==> config.mk <==
export PLATFORM = sky130hd
export DESIGN_NAME = pwm_gen
export DESIGN_NICKNAME = d
export VERILOG_FILES = /design/src/rtl/pwm_gen.sv
export SDC_FILE = /design/constraint.sdc
export NUM_CORES = 1
export LEC_CHECK = 0
export ABC_AREA = 1
export CORE_MARGIN = 3
export CORE_UTILIZATION = 58
export CTS_CLUSTER_DIAMETER = 30
export DETAILED_ROUTE_END_ITERATION = 10
export GPL_ROUTABILITY_DRIVEN = 0
export HOLD_SLACK_MARGIN = 0.06
export MAX_ROUTING_LAYER = met4
export PLACE_DENSITY = 0.78
export SLEW_MARGIN = 20
export SYNTH_ARGS = -nofsm -noshare
export SYNTH_HDL_FRONTEND = slang
export SYNTH_SLANG_ARGS = --single-unit
==> constraint.sdc <==
create_clock -name clk -period 2.6 [get_ports clk]
set_clock_uncertainty 0.1 [all_clocks]
set_input_delay 0.39 -clock clk [delete_from_list [all_inputs] [get_ports clk]]
set_output_delay 0.39 -clock clk [all_outputs]
set_load 0.01 [all_outputs]
==> src/rtl/pwm_gen.sv <==
// pwm_gen: counter-based PWM generator with double-buffered period/duty.
//
// A new period/duty written with `load` is held pending and only takes
// effect at the next period wrap, so a running period is never cut short
// or stretched. While `en` is low the output is parked at 0 and any
// pending values are applied at once, so the first tick after `en` rises
// wraps and starts a clean period.
//
// Build option: define PWM_TICK_SYNC_EN when `tick` is a free-running
// level clock from a divider. It is then passed through a 2-flop
// synchronizer and edge-detected into a one-clk count pulse. Without the
// macro, `tick` is already a one-clk enable pulse and is used directly.
//
// Ports:
//   clk        in   system clock, all state on posedge
//   reset      in   asynchronous active-low reset
//   en         in   run enable
//   tick       in   count enable (pulse, or level clock with PWM_TICK_SYNC_EN)
//   load       in   capture period/duty into the pending registers
//   period     in   [WIDTH] PWM period minus one, in ticks
//   duty       in   [WIDTH] high time, in ticks
//   pwm        out  registered PWM output
//   period_end out  registered one-clk pulse after each period wrap

module pwm_gen #(
  parameter int WIDTH = 8
) (
  input  logic             clk,
  input  logic             reset,
  input  logic             en,
  input  logic             tick,
  input  logic             load,
  input  logic [WIDTH-1:0] period,
  input  logic [WIDTH-1:0] duty,
  output logic             pwm,
  output logic             period_end
);

  localparam logic [WIDTH-1:0] ONE = {{(WIDTH-1){1'b0}}, 1'b1};

  logic             etick;
  logic [WIDTH-1:0] cnt;
  logic [WIDTH-1:0] per_sh;
  logic [WIDTH-1:0] duty_sh;
  logic [WIDTH-1:0] per_pd;
  logic [WIDTH-1:0] duty_pd;
  logic             pend;

  logic             wrap;
  logic [WIDTH-1:0] cnt_nx;
  logic [WIDTH-1:0] per_nx;
  logic [WIDTH-1:0] duty_nx;
  logic [WIDTH-1:0] per_pd_nx;
  logic [WIDTH-1:0] duty_pd_nx;
  logic             pend_nx;

`ifdef PWM_TICK_SYNC_EN
  // tick_s1/tick_s2 form the synchronizer; tick_s3 holds the previous
  // synchronized level so a rising edge yields exactly one etick.
  logic tick_s1;
  logic tick_s2;
  logic tick_s3;

  always_ff @(posedge clk or negedge reset) begin
    if (!reset) begin
      tick_s1 <= 1'b0;
      tick_s2 <= 1'b0;
      tick_s3 <= 1'b0;
    end else begin
      tick_s1 <= tick;
      tick_s2 <= tick_s1;
      tick_s3 <= tick_s2;
    end
  end

  assign etick = tick_s2 & ~tick_s3;
`else
  assign etick = tick;
`endif

  always_comb begin
    wrap       = en && etick && (cnt == per_sh);
    per_nx     = per_sh;
    duty_nx    = duty_sh;
    per_pd_nx  = per_pd;
    duty_pd_nx = duty_pd;
    pend_nx    = pend;

    if (!en) begin
      // Idle: pending values go live immediately; a load made while idle
      // lands in the pending registers and is applied on the following edge.
      if (pend) begin
        per_nx  = per_pd;
        duty_nx = duty_pd;
        pend_nx = 1'b0;
      end
      if (load) begin
        per_pd_nx  = period;
        duty_pd_nx = duty;
        pend_nx    = 1'b1;
      end
    end else if (wrap && load) begin
      // Load coinciding with the wrap bypasses the pending stage.
      per_nx  = period;
      duty_nx = duty;
      pend_nx = 1'b0;
    end else if (wrap && pend) begin
      per_nx  = per_pd;
      duty_nx = duty_pd;
      pend_nx = 1'b0;
    end else if (load) begin
      per_pd_nx  = period;
      duty_pd_nx = duty;
      pend_nx    = 1'b1;
    end

    cnt_nx = wrap ? '0 : cnt + ONE;
  end

  always_ff @(posedge clk or negedge reset) begin
    if (!reset) begin
      cnt        <= '0;
      per_sh     <= '0;
      duty_sh    <= '0;
      per_pd     <= '0;
      duty_pd    <= '0;
      pend       <= 1'b0;
      pwm        <= 1'b0;
      period_end <= 1'b0;
    end else begin
      per_sh  <= per_nx;
      duty_sh <= duty_nx;
      per_pd  <= per_pd_nx;
      duty_pd <= duty_pd_nx;
      pend    <= pend_nx;

      if (!en) begin
        // Parking cnt at the (new) period end makes the first etick after
        // enable a wrap.
        cnt        <= per_nx;
        pwm        <= 1'b0;
        period_end <= 1'b0;
      end else begin
        if (etick) begin
          cnt <= cnt_nx;
          // duty_nx already carries the newly loaded duty at a reloading wrap.
          pwm <= (cnt_nx < duty_nx);
        end
        period_end <= wrap;
      end
    end
  end

endmodule

* Word-level counts from Yosys, hierarchy flattened
Cells that the tools add are included.
Storage, ports and cells: bits in registers 43, latch bits 0, memory bits (writable) 0, ROM bits 0, input port bits 21, output and inout bits 2, memories kept 0
Cells by class: $add $sub $neg 1, multipliers 0, div/mod/pow operators 0, magnitude comparators 1, eq/ne operators 5, shift operators 0, muxes and demuxes 27, bitwise operators 0, reduce and logical (&&, ||, !) cells 5
Operator list (count):
- $mux W8 | 19
- $add A8 B1 Y8 const B | 1
- $eq A8 B8 Y1 | 1
- $lt A8 B8 Y1 | 1
- $mux W1 | 8
- $logic_and A1 B1 Y1 | 4
- $ne A2 B2 Y1 const B | 2
- $ne A4 B1 Y1 const B | 1
- $ne A2 B1 Y1 const B | 1
- $reduce_and A2 Y1 | 1

* Logic depth before layout (Yosys ltp)
Gate-level depths: netlist (run 1).
word-level depth 9, mapped depth 20, mapped depth without buffers 20

* Worst setup path before layout (run 1)
OpenSTA, ideal clock, no wires.
path kind reg-to-reg, start register cnt[1], end register pwm, setup time 0.065 ns, arrival time 2.218 ns, setup slack 0.217 ns, cell stages (with the launch flop) 15, path buffers 0, period minus slack after synthesis 2.383 ns, cells stage by stage dfrtp_1 > xnor2_1 > nand3_1 > nor2_8 > nand3_4 > o21ai_0 > inv_1 > a32oi_1 > inv_1 > ha_1 > a211oi_1 > nand2_1 > a31oi_1 > nand2_1 > nand2_1
On the way: cells in the longest elaborated chain, start to end 9
Ends and longest elaborated chain:
- start, declared | RTL line 42 | logic [WIDTH-1:0] cnt;
- start signal, assigned | RTL line 140 | cnt <= per_nx;
- start signal, assigned | RTL line 145 | cnt <= cnt_nx;
- $eq A8 B8 Y1 (*) | RTL line 82 | wrap = en && etick && (cnt == per_sh);
- $logic_and A1 B1 Y1 (*) | RTL line 82
- $logic_and A1 B1 Y1 | RTL line 107 | end else if (wrap && pend) begin
- $mux W8 | RTL line 107
- $mux W8 (*) | RTL line 102 | end else if (wrap && load) begin
- $mux W8 (*) | RTL line 89 | if (!en) begin
- net duty_nx[7] | RTL line 52 | logic [WIDTH-1:0] duty_nx;
- $lt A8 B8 Y1 (*) | RTL line 147 | pwm <= (cnt_nx < duty_nx);
- $mux W1 (*) | RTL line 144 | if (etick) begin
- $mux W1 (*) | RTL line 137 | if (!en) begin
- end signal, assigned | RTL line 147
- end, declared | RTL line 35 | output logic pwm,
Mark *: on every way through the listed nets, which the timed path passes. The rest lies on a longest branch. The select of a mux whose other input is x is not followed. A chain may end at the register's enable or synchronous reset.

* Final worst setup path (run 1)
start register cnt[0], end register pwm
Same word-level chain as after synthesis.

==> results of run 1 <==
==> power by group <==
group / internal, W / switching (W)
clock: 0.000218 / 0.000239
combinational: 0.000281 / 0.000347
sequential: 0.000755 / 0.0000714
==> registers in the layout (all words and copies together) (netlist names) <==
name	flops
per_pd	8
per_sh	8
duty_sh	8
pend	1
pwm	1
cnt	8
period_end	1
duty_pd	8
==> cell usage after synthesis (6+ instances only) <==
cell type	count	area, um^2
ha_1	8	100
o211ai_1	12	90.1
inv_1	36	135
nand2_1	75	282
nand3_1	7	35.0
clkbuf_1	6	22.5
a21oi_1	14	70.1
dfrtp_1	43	1080
mux2_2	8	90.1
inv_2	9	33.8
o21ai_1	6	30.0
nor2_1	28	105
o21ai_0	36	180
==> through the flow <==
stage                     util [%]  power [W]  area (um^2)  hold slack (ps)
after floorplan                  -    0.00120         2650            -5.59
after global placement        73.8    0.00137         3100              232
after detailed placement      73.8    0.00140         3100              232
after CTS                     76.8    0.00186         3230              398
after global routing          79.6    0.00201         3350              444
final                         79.6    0.00191         3350              395
==> cells by family (layout without fill, tap and decap cells) <==
logic type               after synthesis  count (layout)  synth area share [%]
AND/OR/NAND/NOR                      133             133                  22.9
AO/OA/AOI/OAI                         80              80                  18.6
buffers and inverters                 60             119                  9.06
flip-flops                            43              43                  40.6
adder cells (fa/ha/maj)                8               8                  3.78
multiplexers                           8               8                  3.40
XOR/XNOR                               5               5                  1.65
==> cell type report <==
cell class | count | area share [%]
multi-input combinational | 234 | 41.6
sequential | 43 | 32.2
timing repair buffer | 63 | 16.1
inverter | 48 | 5.46
clock buffer | 7 | 2.58
tap | 50 | 1.87
clock inverter | 1 | 0.262
==> worst max-delay path, stage by stage, from the launching register on <==
cell and delay [ps]:
dfrtp_1 420, clkinv_1 130, nand2_1 110, nand3_2 100, nor2_4 220, nand3_4 130
buf_6 160, or2_0 190, o211ai_1 110, a32oi_2 100, inv_1 80, ha_1 240
nand2_1 100, inv_1 40, nand2_1 50, nand2_1 60, nand2_1 60, nand2_1 50
nand2_1 50
==> layer usage <==
metal,track usage (%),vias to the layer above,routed length [um]
li1,-,1228,-
met1,37.4,1191,3150
met2,42.8,94,3310
met3,4.38,12,440
met4,9.26,0,140
met5,-,-,0
==> what timing repair did <==
item                       CTS  global route
setup endpoints to repair    1             1
hold buffers                 1             0
hold endpoints to repair    16             0
gates cloned                 0             0
buffers inserted             1             8
gates resized for setup      4            17
pin swaps                    2            10
==> path summary, 6_finish.rpt <==
path                            depth (start not counted)                     end              startpoint  slack [ps]
worst max-delay path                                   18         pwm$_DFFE_PN0P_      cnt[0]$_DFFE_PN0P_          20
worst min-delay path                                    2  duty_pd[1]$_DFFE_PN0P_  duty_pd[1]$_DFFE_PN0P_         400
worst max register to register                         18         pwm$_DFFE_PN0P_      cnt[0]$_DFFE_PN0P_          20
worst min register to register                          2  duty_pd[1]$_DFFE_PN0P_  duty_pd[1]$_DFFE_PN0P_         400
max in group asynchronous                               3      cnt[1]$_DFFE_PN0P_                   reset        1260
min in group asynchronous                               2    duty_sh[6]$_DFF_PN0_                   reset         440
==> impl_metrics.ini, run 1 <==
[global_route]
grt_max_degree = 31
antenna_found_initial = 0
grtUsageTotal_pct = 27.8
grt_pass1_vias = 2437
grt_pass1_wl_um = 11200
overflow = 0

[pwr]
powerDensity_nw_per_um2 = 571
total_leakage_power_nw = 1.64
ir_drop_v = 0.000414

[placed_design]
pre_cts_slack_ps = -368
dp.cells = 428
port_buffers = 22
dp_hpwl_um = 4970

[timing]
rsz0062_at_grt = yes
tightest_slew_ps = 400
finalCritPeriodShare_pct = 99.0
relSlewSlack_pct = 73.3
setup_viol = 0
setup_slack_ps = 24.7
period_minus_slack_ps = 2580
max_freq_mhz = 388
timing.setup.tns_ps = 0
drv_slew = 0
final_hold_viol_count = 0

[yosys]
ys_seq_area_share_pct = 40.6
yosys_register_bits = 43
synth_edf_count = 0
synth_cell_type_count = 32
synth-warning-count = 0
syn_inst = 337
syn_avg_cell_area_um2 = 7.86
netlist_area_um2 = 2650
synth_ff_type = dfrtp_1
synthesis.nets = 366
async_flop_share_pct = 100

[run]
maxCapViolCount = 0

[worst_setup_path]
worstPathRequired_ps = 2750
arrival_ps = 2730
endpoint_kind = flop
startpoint_type = flop
criticalPathCategory = flop to flop
critical_path_peak_fanout = 6

[finish]
nets = 424
syn2layout_area_growth_pct = 26.3
drive_above_1_share_pct = 24.0
final-seq-area_um2 = 1080
layout_common_cells = nand2_1, dfrtp_1, buf_4, inv_1, o21ai_0
fill_cells = 301
final_cells = 446
n_antenna_cell = 0
layout_commonest_cell = nand2_1
multi_input_area_um2 = 1390

[route]
drt_pass1_iterations = 5
totalWireLength_um = 7030
drt_iter0_drc = 205
vias = 2525
routed_via_density = 5.66
ant_nets = 0
drc = 0
avgRoutedWirePerCell_um = 15.8

[clocking]
clk_path_buf_depth = 2
cts_root_buf = clkbuf_8
clkLatencyLatePin_ps = 310
cts_tree = done
clkTransAtPathRegs_ps = 90
cts_sinks = 43
h-tree-depth = 2
cts_buffers = 5

[run_status]
outcome = complete, no violations

[floorplanning]
start_util_pct = 63.1
die_area_um2 = 5420
io_pins = 23
die_x_um = 73.6
std_cell_rows = 23
core-area_um2 = 4200
die_h_um = 73.6

[hold_path]
hp-class = flop to flop
Note: power is estimated with default switching activity, not from simulation.
==> inputs of run 2 (changes only) <==
--- a/config.mk
+++ b/config.mk
@@ -7,13 +7,13 @@
 export LEC_CHECK = 0
 export ABC_AREA = 1
 export CORE_MARGIN = 3
-export CORE_UTILIZATION = 58
+export CORE_UTILIZATION = 62
 export CTS_CLUSTER_DIAMETER = 30
 export DETAILED_ROUTE_END_ITERATION = 10
 export GPL_ROUTABILITY_DRIVEN = 0
 export HOLD_SLACK_MARGIN = 0.06
 export MAX_ROUTING_LAYER = met4
-export PLACE_DENSITY = 0.78
+export PLACE_DENSITY = 0.83
 export SLEW_MARGIN = 20
 export SYNTH_ARGS = -nofsm -noshare
 export SYNTH_HDL_FRONTEND = slang
==> constraint.sdc (replaced) <==
create_clock -name clk -period 3.1 [get_ports clk]
set_clock_uncertainty 0.1 [all_clocks]
set_input_delay 0.465 -clock clk [delete_from_list [all_inputs] [get_ports clk]]
set_output_delay 0.465 -clock clk [all_outputs]
set_load 0.01 [all_outputs]
==> impl_metrics.ini, run 2 (same netlist as run 1, synthesis figures left out) <==
[clocking]
cts_sinks = 43
cts_root_buf = clkbuf_8
clk_path_buf_depth = 2
clkTransAtPathRegs_ps = 80
hold_buffers = 0
h-tree-depth = 2
clkLatencyLatePin_ps = 300
cts_resized = 0
cts_tree = done
post_cts_buffers = 0
cts_buffers = 5

[timing]
setup_slack_ps = 236
drv_slew = 0
setup_viol = 0
max_freq_mhz = 349
tightest_slew_ps = 964
period_minus_slack_ps = 2860
whs_ps = 223
relSlewSlack_pct = 35.7
rsz0062_at_grt = no
timing.setup.tns_ps = 0
final_hold_viol_count = 0
finalCritPeriodShare_pct = 92.4

[finish]
drive_above_1_share_pct = 14.8
syn2layout_area_growth_pct = 15.5
fill_cells = 302
layout_commonest_cell = nand2_1
nets = 395
stdcell_area_um2 = 3060
multi_input_area_um2 = 1330
n_antenna_cell = 0
layout_common_cells = nand2_1, dfrtp_1, inv_1, o21ai_0, nor2_1
final-seq-area_um2 = 1080

[run]
maxCapViolCount = 0

[global_route]
grt_pass1_vias = 2225
grtUsageTotal_pct = 26.0
grt_max_degree = 44
overflow = 0
antenna_found_initial = 0
grt_pass1_wl_um = 10300

[floorplanning]
core-area_um2 = 4060
std_cell_rows = 23
die_area_um2 = 5090
start_util_pct = 65.3
die_x_um = 71.4
die_h_um = 71.4
io_pins = 23

[pwr]
powerDensity_nw_per_um2 = 506
total_leakage_power_nw = 1.46
power_w = 0.00155
ir_drop_v = 0.000322

[placed_design]
port_buffers = 22
dp_hpwl_um = 4450
dpl_cell_area_um2 = 2960
pre_cts_slack_ps = -87.2

[worst_setup_path]
arrival_ps = 3010
rr_endpoint = pwm$_DFFE_PN0P_
criticalPathCategory = input port to flop
rrSetupSlack_ps = 400
startpoint_type = input port
endpoint_kind = flop
ff2ff_path_depth = 17
critical_path_peak_fanout = 6
worstPathRequired_ps = 3240
r2r_start = cnt[6]$_DFFE_PN0P_

[route]
drt_pass1_iterations = 5
ant_nets = 0
vias = 2330
routed_via_density = 5.60
drc = 0
avgRoutedWirePerCell_um = 14.4
totalWireLength_um = 5980
drt_iter0_drc = 223

[run_status]
outcome = complete, no violations

[hold_path]
hp-class = input port to asynchronous set/reset pin
run 2: changes by cell type in the layout (fill, tap and decap cells not counted), sizes merged:
cell	previous run	this run
buf	41	13
clkdlybuf4s50	19	21
dlymetal6s2s	2	0
bufinv	0	1
clkbuf	7	6
clkinv	4	3
dlygate4sd3	1	0
run 2: cell type report:
type                            instances  share of cell area [%]
Timing Repair Buffer                   34                    9.98
Clock inverter                          1                   0.981
Inverter                               48                    5.89
Clock buffer                            6                    2.37
Sequential cell                        43                    35.2
Tap cell                               50                    2.04
Multi-Input combinational cell        234                    43.6
run 2: per-layer routing:
metal	vias up	track usage, %	routed length, um
met5	-	-	0
met4	0	6.68	55
met3	6	4.63	345
met2	60	39.3	2820
met1	1095	36.5	2760
li1	1169	-	-
run 2: worst max-delay path by stage:
stage | from | endpoint | slack, ps
3_3_place_gp | en | pwm$_DFFE_PN0P_ | 70
5_1_grt | tick | pwm$_DFFE_PN0P_ | 70
4_1_cts | tick | pwm$_DFFE_PN0P_ | 240
6_report | tick | pwm$_DFFE_PN0P_ | 240
3_5_place_dp | tick | pwm$_DFFE_PN0P_ | -90
2_1_floorplan | tick | pwm$_DFFE_PN0P_ | 670
run 2: per-stage QoR:
stage,cells,util (%)
floorplan,337,-
CTS,416,75.4
finish,416,75.4
global placement,409,72.9
detailed placement,409,72.9
global route,416,75.4
run 2: power breakdown:
part / total, W / internal (W) / switching, W
Sequential: 0.000693 / 0.000633 / 0.0000592
Combinational: 0.000432 / 0.000181 / 0.000251
Clock: 0.000425 / 0.000236 / 0.000189
run 2: worst max-delay path, cell delays in order:
cell and delay, ps:
clkdlybuf4s50_1 480, nand2_1 100, inv_2 70, nand3_1 100
nor2_4 230, nand3_4 130, o21ai_0 180, inv_1 60
a32oi_1 200, inv_1 70, ha_1 320, a211oi_1 260
nand2_1 90, a31oi_1 140, nand2_1 70, nand2_1 50
